--- src/rtl/sim_run_controller_pkg.sv ---
// Shared state encoding and exit constants for the simulation run controller.
// Imported by the RTL and by the testbench for state decoding.
package sim_run_controller_pkg;

    typedef enum logic [2:0] {
        StRstHold = 3'd0,
        StRun     = 3'd1,
        StPass    = 3'd2,
        StFail    = 3'd3,
        StTimeout = 3'd4
    } run_state_e;

    localparam int unsigned TOHOST_PASS = 1;

    function automatic logic is_terminal(input run_state_e s);
        return (s == StPass) || (s == StFail) || (s == StTimeout);
    endfunction

endpackage

--- src/rtl/sim_run_controller_sat_counter.sv ---
// Up-counter with synchronous clear and enable that sticks at all-ones.
// Used for the RUN cycle and retired-instruction counts.
module sat_counter #(
    parameter int unsigned CNT_W = 32
) (
    input  logic             clk,
    input  logic             clear,
    input  logic             en,
    output logic [CNT_W-1:0] count
);

    always_ff @(posedge clk) begin
        if (clear) begin
            count <= '0;
        end else if (en && (count != {CNT_W{1'b1}})) begin
            count <= count + CNT_W'(1);
        end
    end

endmodule

--- src/rtl/sim_run_controller.sv ---
// Run controller between bench and CPU: sequences CPU reset, counts cycles and
// retires, and detects the tohost exit write to report pass, fail or timeout.
module sim_run_controller
    import sim_run_controller_pkg::*;
#(
    parameter int unsigned     XLEN         = 32,
    parameter int unsigned     RESET_CYCLES = 2,
    parameter int unsigned     MAX_CYCLES   = 100,
    parameter logic [XLEN-1:0] TOHOST_ADDR  = 32'h0000_1000,
    parameter int unsigned     CNT_W        = 32
) (
    input  logic             clk,
    input  logic             reset,
    input  logic             mem_we,
    input  logic [XLEN-1:0]  mem_addr,
    input  logic [XLEN-1:0]  mem_wdata,
    input  logic             retire,
    output logic             cpu_reset,
    output logic             running,
    output logic             done,
    output logic             pass,
    output logic             fail,
    output logic             timeout,
    output logic [XLEN-2:0]  exit_code,
    output logic [CNT_W-1:0] cycle_count,
    output logic [CNT_W-1:0] instret_count
);

    // Compare width wide enough for both the counter and the 32-bit budget.
    localparam int unsigned CMPW = (CNT_W > 32) ? CNT_W : 32;

    run_state_e  state;
    logic [31:0] hold;
    logic        in_run;
    logic        exit_hit;
    logic        timeout_hit;

    assign in_run   = (state == StRun);
    assign exit_hit = in_run && mem_we && (mem_addr == TOHOST_ADDR) && mem_wdata[0];

    always_comb begin
        timeout_hit = 1'b0;
        if (in_run && (MAX_CYCLES != 0)) begin
            timeout_hit = (CMPW'(cycle_count) == CMPW'(MAX_CYCLES - 1));
        end
    end

    always_ff @(posedge clk) begin
        if (reset) begin
            state     <= StRstHold;
            hold      <= '0;
            cpu_reset <= 1'b1;
            running   <= 1'b0;
            done      <= 1'b0;
            pass      <= 1'b0;
            fail      <= 1'b0;
            timeout   <= 1'b0;
            exit_code <= '0;
        end else begin
            case (state)
                StRstHold: begin
                    if (hold == RESET_CYCLES - 1) begin
                        state     <= StRun;
                        cpu_reset <= 1'b0;
                        running   <= 1'b1;
                    end else begin
                        hold <= hold + 32'd1;
                    end
                end
                StRun: begin
                    // Exit write takes priority over a coincident timeout.
                    if (exit_hit) begin
                        cpu_reset <= 1'b1;
                        running   <= 1'b0;
                        done      <= 1'b1;
                        if (mem_wdata == XLEN'(TOHOST_PASS)) begin
                            state <= StPass;
                            pass  <= 1'b1;
                        end else begin
                            state     <= StFail;
                            fail      <= 1'b1;
                            exit_code <= mem_wdata[XLEN-1:1];
                        end
                    end else if (timeout_hit) begin
                        state     <= StTimeout;
                        cpu_reset <= 1'b1;
                        running   <= 1'b0;
                        done      <= 1'b1;
                        timeout   <= 1'b1;
                    end
                end
                default: begin
                    // Terminal states hold until reset.
                    if (!is_terminal(state)) begin
                        state <= StRstHold;
                    end
                end
            endcase
        end
    end

    sat_counter #(
        .CNT_W (CNT_W)
    ) u_cycle_cnt (
        .clk   (clk),
        .clear (reset),
        .en    (in_run),
        .count (cycle_count)
    );

    sat_counter #(
        .CNT_W (CNT_W)
    ) u_instret_cnt (
        .clk   (clk),
        .clear (reset),
        .en    (in_run && retire),
        .count (instret_count)
    );

endmodule

--- config.mk ---
export PLATFORM = sky130hd
export DESIGN_NAME = sim_run_controller
export DESIGN_NICKNAME = d
export VERILOG_FILES = /design/src/rtl/sim_run_controller_pkg.sv /design/src/rtl/sim_run_controller_sat_counter.sv /design/src/rtl/sim_run_controller.sv
export SDC_FILE = /design/constraint.sdc
export NUM_CORES = 1
export LEC_CHECK = 0
export ABC_AREA = 1
export CAP_MARGIN = 20
export CORE_ASPECT_RATIO = 0.5
export CORE_MARGIN = 3
export CORE_UTILIZATION = 55
export DETAILED_ROUTE_END_ITERATION = 12
export PLACE_DENSITY_LB_ADDON = 0.2
export SKIP_LAST_GASP = 1
export SLEW_MARGIN = 20
export SYNTH_ARGS = -nofsm -noshare
export SYNTH_HDL_FRONTEND = slang
export SYNTH_SLANG_ARGS = --single-unit
--- constraint.sdc ---
create_clock -name clk -period 3.1 [get_ports clk]
set_input_delay 0.62 -clock clk [delete_from_list [all_inputs] [get_ports clk]]
set_output_delay 0.62 -clock clk [all_outputs]
set_load 0.01 [all_outputs]
=== Word level (Yosys, flattened, before mapping) ===
Cells that the tools add are included.

* Register bits: 136
* Word-level logic and storage cells: 63
* Input port bits: 68

* Reduce and logical (&&, ||, !) cells: 18
* Add/subtract/negate cells: 3
* Bitwise gates (word level): 3
* Mux-type cells: 15
* Equality and inequality tests: 13

{| class="wikitable"
|+ Operators with widths
! kind !! number
|-
| $add A32 B1 Y32 const B || 3
|-
| $eq A32 B1 Y1 const B || 2
|-
| $ne A32 B32 Y1 const B || 2
|-
| $eq A32 B13 Y1 const B || 1
|-
| $eq A32 B7 Y1 const B || 1
|-
| $reduce_and A3 Y1 || 5
|-
| $mux W3 || 4
|-
| $mux W1 || 8
|-
| $eq A3 B2 Y1 const B || 2
|-
| $logic_and A1 B1 Y1 || 6
|-
| $pmux W3 S2 || 1
|-
| $pmux W1 S2 || 2
|-
| $reduce_and A2 Y1 || 2
|-
| $reduce_bool A2 Y1 || 2
|-
| $eq A3 B1 Y1 const B || 1
|-
| $eq A3 B3 Y1 const B || 1
|-
| $logic_not A3 Y1 || 1
|-
| $ne A3 B1 Y1 const B || 1
|-
| $ne A3 B2 Y1 const B || 1
|-
| $not A1 Y1 || 3
|-
| $logic_or A1 B1 Y1 || 2
|-
| $ne A2 B2 Y1 const B || 1
|}

=== Logic depth before layout (Yosys ltp) ===
Gate-level depths: netlist of the first run.

* Depth after elaboration: 6
* Gate-level depth with buffers: 14

=== Cells and area by module ===
From an unflattened synthesis of the first run, not the netlist that was laid out.

* Cells, all modules: 1318
* Area total of the unflattened synthesis: 8199.1 µm²

{| class="wikitable"
|+ By module, submodules not included
! module !! seq. area each (µm²) !! area an instance (µm²) !! instances !! cells an instance
|-
| sat_counter || 640.6 || 2062.0 || 2 || 324
|-
| sim_run_controller || 1441.4 || 4075.2 || 1 || 670
|}

=== Worst setup path after synthesis of the first run ===
No wires, ideal clock.

* Path type: input-to-reg
* Start point: in mem_wdata[27]
* End point: reg exit_code[10]
* Buffers on the path: 1
* Data arrival time: 1728 ps
* Data required time: 3036 ps
* Setup slack: 1308 ps
* Stages on the path: 11
* Cell sequence: inv_1 -> nand2_1 -> nor2_1 -> and2_1 -> nand3_1 -> nor2_1 -> nor2_1 -> clkbuf_1 -> nand3_1 -> nand2_1 -> nor2_1

* Cells in the longest elaborated chain, start to end: 3

{| class="wikitable"
|+ Ends and longest elaborated chain
! what !! RTL line !! text
|-
| from (decl) || sim_run_controller.sv:16 || <nowiki>input logic [XLEN-1:0] mem_wdata,</nowiki>
|-
| $eq A32 B1 Y1 || sim_run_controller.sv:76 || <nowiki>if (mem_wdata == XLEN'(TOHOST_PASS)) begin</nowiki>
|-
| $not A1 Y1 (no line) || - ||
|-
| $reduce_and A3 Y1 (no line) || - ||
|-
| to (signal assigned) || sim_run_controller.sv:82 || <nowiki>exit_code <= mem_wdata[XLEN-1:1];</nowiki>
|-
| to (decl) || sim_run_controller.sv:24 || <nowiki>output logic [XLEN-2:0] exit_code,</nowiki>
|}

Every way passes these cells.
A chain may end at the register's enable or synchronous reset.

=== Final worst setup path of the first run ===
* Start point: reg u_instret_cnt.count[0]
* End point: reg u_instret_cnt.count[14]

* Cells in the longest elaborated chain, start to end: 2

{| class="wikitable"
|+ Ends and longest elaborated chain
! what !! RTL line !! text
|-
| from (decl) || sim_run_controller_sat_counter.sv:9 || <nowiki>output logic [CNT_W-1:0] count</nowiki>
|-
| from (signal assigned) || sim_run_controller_sat_counter.sv:16 || <nowiki>count <= count + CNT_W'(1);</nowiki>
|-
| parallel branches: the longest is 2 deep, another holds $add A32 B1 Y32 || - ||
|}

Parallel ways; which one is timed is not known.

==> results.txt, run 1 <==
* Boundary pin count: roughly 170
* Standard cell core area: between 10000 and 15000 µm²
* Final Setup Violations: 0
* Wire per inst: ~14 µm
* Ratio of final minimum period to clock period: about 76%
- Number of buffers added for setup after CTS: 0
* Peak fanout along the critical path: 27
- For this run, the share of the core covered by cells in the final layout is around 75%.
- Port Buf Inserts: 168
- The tool flagged a number of max-cap violations equal to 0.
- Post-Synthesis Net Count: around 1400
- After synthesis, flip-flops and latches occupy between 30% and 40% of the total area.
- Wire length after detailed routing: between 20000 and 25000 µm
* Register bit count reported by yosys: approximately 140
* Fin nets: between 1500 and 2000
- Setup repair after global routing missed its margin: no
- Area growth from synthesis to final layout: 29.4%
- STA classifies the critical path endpoint as a register.
* Final min period: ~2400 ps
- Largest net degree at the start of global routing: between 60 and 70
- The worst hold path belongs to the class reg2reg.
* Wire length of the first global-routing pass: roughly 40000 µm
- The worst-case IR drop observed on VDD is between 0.3 and 0.4 mV.
* Diode count: 0
* Least-Margin Pin Slew: just over 800 ps
- Avg Vias per Cell: 5.37
- The clock passes through at most 2 buffers.
- After clock tree synthesis, the flow added hold-fix buffers numbering 0.
- Post-layout power: 4.92 mW
- Synthesis warning total: 0
- Static timing analysis puts the maximum clock frequency at roughly 420 MHz.
* Die extent in x: 178 µm
* Setup crit start: u_instret_cnt.count[0]
- Data on the critical path is required at its endpoint by between 3000 and 4000 ps.
* RR Startpoint: u_instret_cnt.count[0]
- Leak pwr: 3.99 nW
* Count of vias placed by the detailed router: approximately 9200
- For this run the aggregate overflow at the end of global routing stands at 0.
- Number of slew-limit violations in the final report: 0
- Remaining max-slew budget at the tightest pin: 45.7%
- Insertion delay of the later-clocked pin in the worst-skew pair: ~420 ps
- For this run, the slowest stage of the critical path takes 390 ps.
* Crit path max-delay family: simple AND/OR/NAND/NOR gates
- CTS Buf Count: 17
* Via count of the first global-routing pass: between 8000 and 9000
- Registers take 2720 µm².
- For this block, the initial DRC count from the detailed router was around 870.
- The die covers around 16000 µm².
* Critical-path cell with the highest stage delay: sky130_fd_sc_hd__dfxtp_1
- For this configuration, the core starts out at a cell density of a little under 60%.
* Post-route antenna net violation count: 0
- After synthesis, the netlist uses 33 different library cells.
* Setup clock skew after layout: 9.34 ps
- The cell sitting at the root of the clock tree is a sky130_fd_sc_hd__clkbuf_16.
* Data arrival time of the worst path: approximately 2600 ps
- Worst Setup Path Type: reg2reg
- Dividing total power by cell area gives a power density of between 400 and 500 nW/µm².
* Worst Path Buf+Inv: 2
* Global placer's final weighted congestion: between 0.9 and 1
- Total Neg Setup Slack: 0 ps
* Critical path, cell by cell: ha_1, nand3_1, inv_1, nand2_1, nor2_2, nand2_1, nand2_2, inv_2, o21ai_0, a21oi_1
- CTS tree: done
- In the final layout, the share of cells above drive strength 1 is about 4%.
- The startpoint identified for the worst hold timing path is timeout.
* Length of the first detailed-routing pass in iterations: 7
- Synthesis produced around 1400 cells.
* Clock transition time at the flip-flop clock pins of the worst setup and hold paths: 60 ps
- The floorplan has 30 rows.
* Top cell by count, worst path: sky130_fd_sc_hd__nand2_1
- HPWL after detailed placement: ~18000 µm
- Area occupied by multi-input gates: ~4600 µm²
- The die is 92.0 µm tall.
- Number of levels the H-tree was split into: 4
- Post_cts resized: 0
* Launching element type of the critical path: register
- The flow ran to the end, and the final reports show no timing, DRC or antenna violations.
- A synthesized cell averages around 6 µm².
- Number of antenna violations at the first check in global routing: 0
- Counting the fill cells in the layout gives 1125.
* Clock sink count: 136
- Global-route usage over all layers: between 20% and 30%
- Number of endpoints with negative hold slack in the final report: 0
- Synthesized area: 8140 µm²
- For this run, design rule violations remaining after detail routing come to 0.
-- worst paths after layout --
kind | end | slack [ps] | depth (start not counted)
worst max-delay path | u_instret_cnt.count[14] | 730 | 10
worst max register to register | u_instret_cnt.count[14] | 730 | 10
worst min-delay path | timeout | 460 | 2
worst min register to register | timeout | 460 | 2
-- logic make-up (layout without fill, tap and decap cells) --
logic type / Yosys count / count (layout) / synth area share (%)
compound gates: 114 / 114 / 7.11
xor+xnor: 44 / 44 / 4.73
fa+ha+maj: 4 / 4 / 0.615
simple gates: 864 / 864 / 44.4
flops: 136 / 136 / 33.4
buf+inv: 199 / 368 / 9.72
-- per-layer routing --
metal	vias to the layer above	share of wire (%)	GRT usage, %
li1	4565	-	-
met1	4168	43	38.4
met2	446	46	48.7
met3	66	9.3	6.20
met4	0	1.9	9.14
met5	-	0	0
-- layout by cell type (no fill, tap or decap), drive strengths merged, types with 4 or more instances in the layout --
master	n
inv	160
o21ai	28
nand3	68
nand2	421
ha	4
clkinv	7
nor2	279
nand4	33
nor3	41
nand3b	15
clkbuf	20
buf	9
dfxtp	136
clkdlybuf4s50	167
xor2	42
a21oi	82
-- flip-flops by register name, summed over array words and instances, names as in the netlist --
name and cells:
exit_code 31, u_cycle_cnt.count 32, timeout 1, state 3, done 1, u_instret_cnt.count 32, fail 1, running 1
pass 1, hold 32, cpu_reset 1
-- tightest hold or removal path, delay by kind of cell (launching register included) --
family          cells  cell delay [ps]
compound gates      1               50
buf+inv             1               50
flops               1              310
-- cell usage after synthesis (all sizes together) --
master,instances,area [µm²]
nand2,421,1590
nor2,279,1080
inv,160,601
dfxtp,136,2720
a21oi,82,410
nand3,68,353
xor2,42,368
nor3,41,226
nand4,33,206
o21ai,28,140
buf,24,135
clkbuf,15,56.3
nand3b,15,113
ha,4,50.1
nor3b,3,22.5
and2,2,12.5
o21bai,2,15.0
xnor2,2,17.5
a21boi,1,7.51
a31oi,1,6.26
and3,1,6.26
or2,1,6.26
-- power by group --
| part | internal (mW) | total, mW | switching (mW) |
|---|---|---|---|
| Clock | 1.28 | 2.08 | 0.794 |
| Sequential | 1.80 | 1.84 | 0.0480 |
| Combinational | 0.282 | 1.00 | 0.721 |
-- final cells by class --
cell class	count	area share [%]
clock buffer	20	4.24
clock inverter	12	1.44
inverter	160	5.70
multi-input combinational	1026	44.0
sequential	136	25.8
tap	192	2.28
timing repair buffer	176	16.5
-- metrics by stage --
step                      hold slack [ps]  cell area (µm²)  worst slack [ps]  instances
after CTS                             464            10500               665       1722
final                                 460            10500               730       1722
after global routing                  484            10500               430       1722
after detailed placement              453             9930               238       1690
after global placement                439             9930               290       1690
after floorplan                       458             8140              1310       1361
Note: power is estimated with default switching activity, not from simulation.
==> inputs of run 2 (changes only) <==
Settings changed: CORE_UTILIZATION 55 to 47.
Clock period 3.1 ns to 1.9 ns, I/O delays scaled along.
==> results.txt, run 2 (same netlist as run 1, synthesis figures left out) <==
* Clock sink count: 136 (unchanged)
* Ratio of final minimum period to clock period: a little over nine tenths
- The initial antenna violation count is 0 (unchanged).
- Insertion delay of the later-clocked pin in the worst-skew pair: 430 ps (was 420 ps)
* Largest net degree at the start of global routing: 48 (was 69)
- Most used cells in the layout excluding fill and tap cells: sky130_fd_sc_hd__nand2_1, sky130_fd_sc_hd__nor2_1, sky130_fd_sc_hd__clkdlybuf4s50_1, sky130_fd_sc_hd__inv_1, sky130_fd_sc_hd__dfxtp_1 (unchanged)
* Clock buffer depth: 2 (unchanged)
- Wire per inst: 14.2 µm (was 14.3 µm)
* Post-route antenna net violation count: 0 (unchanged)
- The final core utilization is 71.2% (was 75.2%).
- The area enclosed by the die boundary was 19000 µm² (was 16400 µm²).
- The CTS tree was done (unchanged).
- The worst setup path category is reg2out (was reg2reg).
* Number of levels the H-tree was split into: 4 (unchanged)
* Clock transition time at the flip-flop clock pins of the worst setup and hold paths: 60 ps (about the same)
- The total CTS buffers is 17 (unchanged).
- The largest delay contributor family on the critical path is buffers and inverters (was simple AND/OR/NAND/NOR gates).
- Leading registers by flop count: hold: 32 flops, u_cycle_cnt.count: 32 flops, u_instret_cnt.count: 32 flops (unchanged).
* Filler Cells Inserted: 1434 (was 1125)
* Count of vias placed by the detailed router: 9697 (was 9245)
- The worst clock skew on the final layout was 8.75 ps (was 9.34 ps).
- Area growth from synthesis to final layout: 45.8% (was 29.4%)
* Most common library cell in the layout ignoring fill and taps: sky130_fd_sc_hd__nand2_1 (unchanged)
* Fin nets: 1720 (was 1589)
* Avg Vias per Cell: 5.14 (was 5.37)
* Critical path, cell by cell: clkdlybuf4s50_1 (was ha_1, nand3_1, inv_1, nand2_1, nor2_2, nand2_1, nand2_2, inv_2, o21ai_0, a21oi_1)
- The worst supply voltage drop on vdd was 0.782 mV (was 0.391 mV).
* Type of the most critical hold path: in2reg (was reg2reg)
- Worst Path Required: 1520 ps (was 3370 ps)
- F_max: between 500 and 600 MHz
* Part of the power in the clock network: 38.4% (was 42.2%)
* FF/Latch Area: 2730 µm² (was 2720 µm²)
* Port Buf Inserts: 168 (unchanged)
- The sort of element at the end of the critical path is a primary output (was register).
- Number of standard cells in the final layout excluding fillers: 1888 (was 1722)
* HPWL after detailed placement: 19600 µm (was 17700 µm)
- Switching power: 2.91 mW (was 1.56 mW)
- The global-route total usage across every layer came to 27.3% (was 29.4%).
- The initial DRC count is 672 (was 867).
* Slowest cell delay on critical path: 590 ps (was 390 ps)
- Final min period: about 1900 ps
- Int Pwr: 6.42 mW (was 3.36 mW)
- Total gr overflow: 0 (unchanged)
* Number of endpoints with negative hold slack in the final report: 0 (unchanged)
- Rows: 33 (was 30)
- Length of the first detailed-routing pass in iterations: 5 (was 7)
* Least-Margin Pin Slew: 596 ps (was 814 ps)
* Via count of the first global-routing pass: 8895 (was 8405)
* Hold-fix buffers at CTS: 0 (unchanged)
- The global-route wire length before repair was 42400 µm (was 39800 µm).
- The master of the slowest instance on the critical path is sky130_fd_sc_hd__clkdlybuf4s50_1 (was sky130_fd_sc_hd__dfxtp_1).
- The area of the placeable core came to 16700 µm² (was 14000 µm²).
- The die span in x is 192 µm (was 178 µm).
- The number of max-cap violations is 0 (unchanged).
* Starting density of the core: 48.8% (was 58.2%)
* Data arrival time of the worst path: 1500 ps (was 2640 ps)
- Area occupied by multi-input gates: 4730 µm² (was 4640 µm²)
- Drc violations: 0 (unchanged)
* Boundary pin count: 169 (unchanged)
- Number of slew-limit violations in the final report: 0 (unchanged)
* Run status: finished clean (unchanged)
* Peak fanout along the critical path: 6 (was 27)
* Proportion of total power due to net switching: 31.2% (was 31.8%)
- The normalized max-slew margin was 60.2% (was 45.7%).
* PD cells: 786 nW/µm² (was 467 nW/µm²)
- Setup repair after global routing missed its margin: yes (was no)
* Proportion of power drawn by flip-flops and latches: 32.1% (was 37.4%)
* Layout cells sized above 1: 13.5% (was 3.99%)
- The fraction of power consumed by combinational cells is 29.5% (was 20.4%).
- The cell count after placement was 1845 (was 1690).
* Wire length after detailed routing: 26800 µm (was 24600 µm)
- Launching element type of the critical path: register (unchanged)
- Final Setup Violations: 0 (unchanged)
- The clock tree root driver cell is sky130_fd_sc_hd__clkbuf_16 (unchanged).
- Leak pwr: 4.73 nW (was 3.99 nW)
- Diode count: 0 (unchanged)
- Die height: 99.1 µm (was 92.0 µm)
- The total buffers and inverters traversed by the critical path is 1 (was 2).
- Global placer's final weighted congestion: 0.964 (was 0.935)
[run 2: cell count changes in the layout (fill, tap and decap cells not counted), moves of 5 or more]
| cell | before | now |
|---|---|---|
| sky130_fd_sc_hd__buf_12 | 0 | 8 |
| sky130_fd_sc_hd__buf_4 | 8 | 122 |
| sky130_fd_sc_hd__buf_6 | 0 | 5 |
| sky130_fd_sc_hd__dfxtp_1 | 136 | 128 |
| sky130_fd_sc_hd__dfxtp_2 | 0 | 8 |
| sky130_fd_sc_hd__nor2_1 | 273 | 265 |
| sky130_fd_sc_hd__nor2_2 | 3 | 9 |
[run 2: layout make-up]
type                       count  share of cell area, %
timing repair buffer         307                   24.3
clock inverter                15                   1.71
inverter                     160                   5.12
tap                          227                   2.39
clock buffer                  17                   3.58
sequential                   136                   23.0
multi-input combinational   1026                   39.8
[run 2: what timing repair did]
action	CTS	global route
gates cloned	0	2
setup endpoints to repair	26	95
setup buffers	0	9
resized for setup	4	45
pin swaps	0	8
[run 2: final timing paths]
kind | from | end | slack [ps] | depth (start not counted)
hold reg to reg | timeout | timeout | 450 | 2
setup / recovery | u_cycle_cnt.count[18] | cycle_count[18] | 20 | 1
setup reg to reg | hold[1] | hold[6] | 60 | 14
hold / removal | reset | pass | 440 | 3
[run 2: metrics by stage]
| stage | setup slack, ps | instance area (µm²) | hold WS [ps] | setup TNS (ps) | power [mW] |
|---|---|---|---|---|---|
| after floorplan | 163 | 8140 | 458 | 0 | 4.12 |
| after global placement | -186 | 11000 | 440 | -5980 | 5.10 |
| after detailed placement | -312 | 11000 | 445 | -9030 | 5.13 |
| after CTS | 2.74 | 11600 | 429 | 0 | 8.73 |
| after global routing | -61.8 | 11900 | 445 | -446 | 9.67 |
| final | 21.4 | 11900 | 441 | 0 | 9.33 |
[run 2: power by group through the flow]
stage,clock (mW),sequential [mW],combinational [mW]
final,3.58,2.99,2.76
after detailed placement,0,3.04,2.09
after CTS,3.61,2.98,2.14
after global placement,0,3.04,2.06
after floorplan,0,3.07,1.05
after global routing,3.74,3.00,2.94
[run 2: layer usage]
| layer | vias up | GRT usage, % | part of all wire [%] |
|---|---|---|---|
| met2 | 362 | 44.4 | 46 |
| met4 | 0 | 7.89 | 1.4 |
| met1 | 4461 | 37.0 | 45 |
| li1 | 4832 | - | - |
| met5 | - | 0 | 0 |
| met3 | 42 | 5.29 | 8.0 |
==> inputs of run 3 (changes only) <==
Clock period 1.9 ns to 1.6 ns, I/O delays scaled along.
==> results.txt, run 3 (same netlist as run 1, synthesis figures left out) <==
* Global-route usage over all layers: 31.4% (was 27.3%)
* Rows: 33 (unchanged)
- Number of levels the H-tree was split into: 4 (unchanged)
- The worst clock skew on the final layout is 18.5 ps (was 8.75 ps).
- DP Cell Count: 1925 (was 1845)
* Via count of the first global-routing pass: 10300 (was 8895)
- The number of design rule violations left after detail routing was 0 (unchanged).
- Number of antenna violations at the first check in global routing: 0 (unchanged)
- The normalized max-slew margin is 55.4% (was 60.2%).
- The area enclosed by the die boundary was 19000 µm² (unchanged).
- Boundary pin count: 169 (unchanged)
* Port Buf Inserts: 168 (unchanged)
- The total inserted antenna cells came to 0 (unchanged).
- CTS root buf: sky130_fd_sc_hd__clkbuf_16 (unchanged)
- The sum of negative setup slack came to -15510 ps (was 0 ps).
- Global placer's final weighted congestion: 0.961 (was 0.964)
- The slew at the pin closest to its max-slew limit came to 668 ps (was 596 ps).
- Max-cap viol count: 0 (unchanged)
- Most used cells in the layout excluding fill and tap cells: sky130_fd_sc_hd__nand2_1, sky130_fd_sc_hd__buf_4, sky130_fd_sc_hd__nor2_1, sky130_fd_sc_hd__inv_1, sky130_fd_sc_hd__dlygate4sd2_1 (was sky130_fd_sc_hd__nand2_1, sky130_fd_sc_hd__nor2_1, sky130_fd_sc_hd__clkdlybuf4s50_1, sky130_fd_sc_hd__inv_1, sky130_fd_sc_hd__dfxtp_1)
* Area growth from synthesis to final layout: 76.2% (was 45.8%)
- The finished layout cell area was 14400 µm² (was 11900 µm²).
- The estimated wirelength of the detail-placed design came to 19900 µm (was 19600 µm).
- The leakage dissipation was 6.66 nW (was 4.73 nW).
* Length of the first detailed-routing pass in iterations: 9 (was 5)
* Insertion delay of the later-clocked pin in the worst-skew pair: 450 ps (was 430 ps)
- Launching element type of the critical path: register (unchanged)
* Top cell by count, worst path: sky130_fd_sc_hd__nand2_1
- The number of clock sinks is 136 (unchanged).
* Data arrival time of the worst path: 2250 ps (was 1500 ps)
- The worst setup slack before clock tree synthesis came to -494 ps (was -312 ps).
- Layout cells sized above 1: 35.2% (was 13.5%)
* Post-route antenna net violation count: 0 (unchanged)
* Peak supply drop: 1.06 mV (was 0.782 mV)
- Run status: complete, but fails checks (was finished clean)
* Avg Vias per Cell: 5.78 (was 5.14)
* Fin nets: 1850 (was 1720)
- For this run, the top clock speed supported by timing is 513 MHz.
* Post-layout power: 13.6 mW (was 9.33 mW)
- Die height: 99.1 µm (unchanged)
- The worst hold slack is 247 ps (was 441 ps).
* Standard cell core area: 16700 µm² (unchanged)
* PD cells: 950 nW/µm² (was 786 nW/µm²)
- The count of endpoints failing hold in the final timing report came to 0 (unchanged).
- The critical path's largest stage delay is 370 ps (was 590 ps).
* Count of vias placed by the detailed router: 11700 (was 9697)
- The worst path uses 122% of the clock period.
* Die extent in x: 192 µm (unchanged)
- Critical path, cell by cell: buf_4, nand2_1, nor3_1, nand2_1, nor2_2, nand2_1, nand2_1, nand2_1, nand2_4, a21oi_2 (was clkdlybuf4s50_1).
- The number of buffers on the longest clock path came to 2 (unchanged).
* Setup repair after global routing missed its margin: yes (unchanged)
- The starting density of the core was 48.8% (unchanged).
- The largest driver fanout on the critical path came to 4 (was 6).
- The master of the slowest instance on the critical path is sky130_fd_sc_hd__dfxtp_1 (was sky130_fd_sc_hd__clkdlybuf4s50_1).
* Clock transition time at the flip-flop clock pins of the worst setup and hold paths: 70 ps (was 60 ps)
* Filler Cells Inserted: 853 (was 1434)
- The placed cell area is 11600 µm² (was 11000 µm²).
* Type of the most critical hold path: in2reg (unchanged)
* Total gr overflow: 0 (unchanged)
- Final Setup Violations: 130 (was 0)
- Leading registers by flop count: hold: 32 flops, u_cycle_cnt.count: 32 flops, u_instret_cnt.count: 32 flops (unchanged)
- The total CTS buffers was 17 (unchanged).
- The hold-fix buffer count after cts came to 0 (unchanged).
- Largest net degree at the start of global routing: 49 (was 48)
- The worst setup path category is reg2reg (was reg2out).
* Worst Path Required: 1900 ps (was 1520 ps)
- Number of slew-limit violations in the final report: 0 (unchanged)
- The global-route wire length before repair was 48600 µm (was 42400 µm).
* Wire length after detailed routing: 38100 µm (was 26800 µm)
- After layout, the minimum clock period comes to about 2000 ps.
- The CTS tree is done (unchanged).
- Most common library cell in the layout ignoring fill and taps: sky130_fd_sc_hd__nand2_1 (unchanged)
- Number of standard cells in the final layout excluding fillers: 2018 (was 1888)
* End-of-flow core utilization: 86.0% (was 71.2%)
* Type of destination of the critical path: register (was primary output)
- Wire per inst: 18.9 µm (was 14.2 µm)
* Fin worst setup slack: -351 ps (was 21.4 ps)
- Number of DRC violations after detailed-routing iteration 0: 1149 (was 672)
- Violated checks: negative setup slack
## run 3: cell types whose count changed in the layout (fill, tap and decap cells not counted), sizes merged
cell           change
clkinv             +1
clkbuf            +11
buf              +121
dlymetal6s2s      +27
clkinvlp           -2
dlygate4sd2      +104
clkdlybuf4s50    -132
## run 3: report_power, final
group / switching, mW / leakage (nW) / internal [mW]
Combinational: 2.86 / 5.24 / 2.70
Clock: 1.82 / 0.303 / 2.67
Sequential: 0.0937 / 1.12 / 3.49
## run 3: critical path: cells and delay by family, from the launching register on
family	cells	cell delay, ps
compound gates	1	40
buf+inv	1	170
flops	1	370
simple gates	8	1220
## run 3: worst paths after layout
path / slack (ps) / startpoint / cells past startpoint / end
setup / recovery: -350 / hold[5] / 10 / hold[30]
hold / removal: 250 / reset / 3 / cpu_reset
setup reg to reg: -350 / hold[5] / 10 / hold[30]
hold reg to reg: 460 / running / 2 / running
## run 3: cell type report
type	instances	area, µm²	share of cell area, %
Clock buffer	18	439	3.06
Sequential cell	136	2780	19.3
Clock inverter	14	196	1.37
Multi-Input combinational cell	1026	5790	40.4
Inverter	160	638	4.45
Timing Repair Buffer	437	4230	29.5
Tap cell	227	284	1.98
## run 3: per-layer routing
metal / vias up / GRT usage, % / wire length, µm
met5: - / 0 / 0
met2: 939 / 54.0 / 17800
met4: 0 / 12.2 / 2350
met1: 5346 / 37.8 / 13700
li1: 5109 / - / -
met3: 272 / 8.21 / 4290
## run 3: timing repair
| action | CTS | global route |
|---|---|---|
| pin swaps | 46 | 124 |
| gates resized for setup | 250 | 321 |
| buffers inserted | 23 | 29 |
| gates cloned | 9 | 12 |
| endpoints found under the setup margin | 228 | 135 |
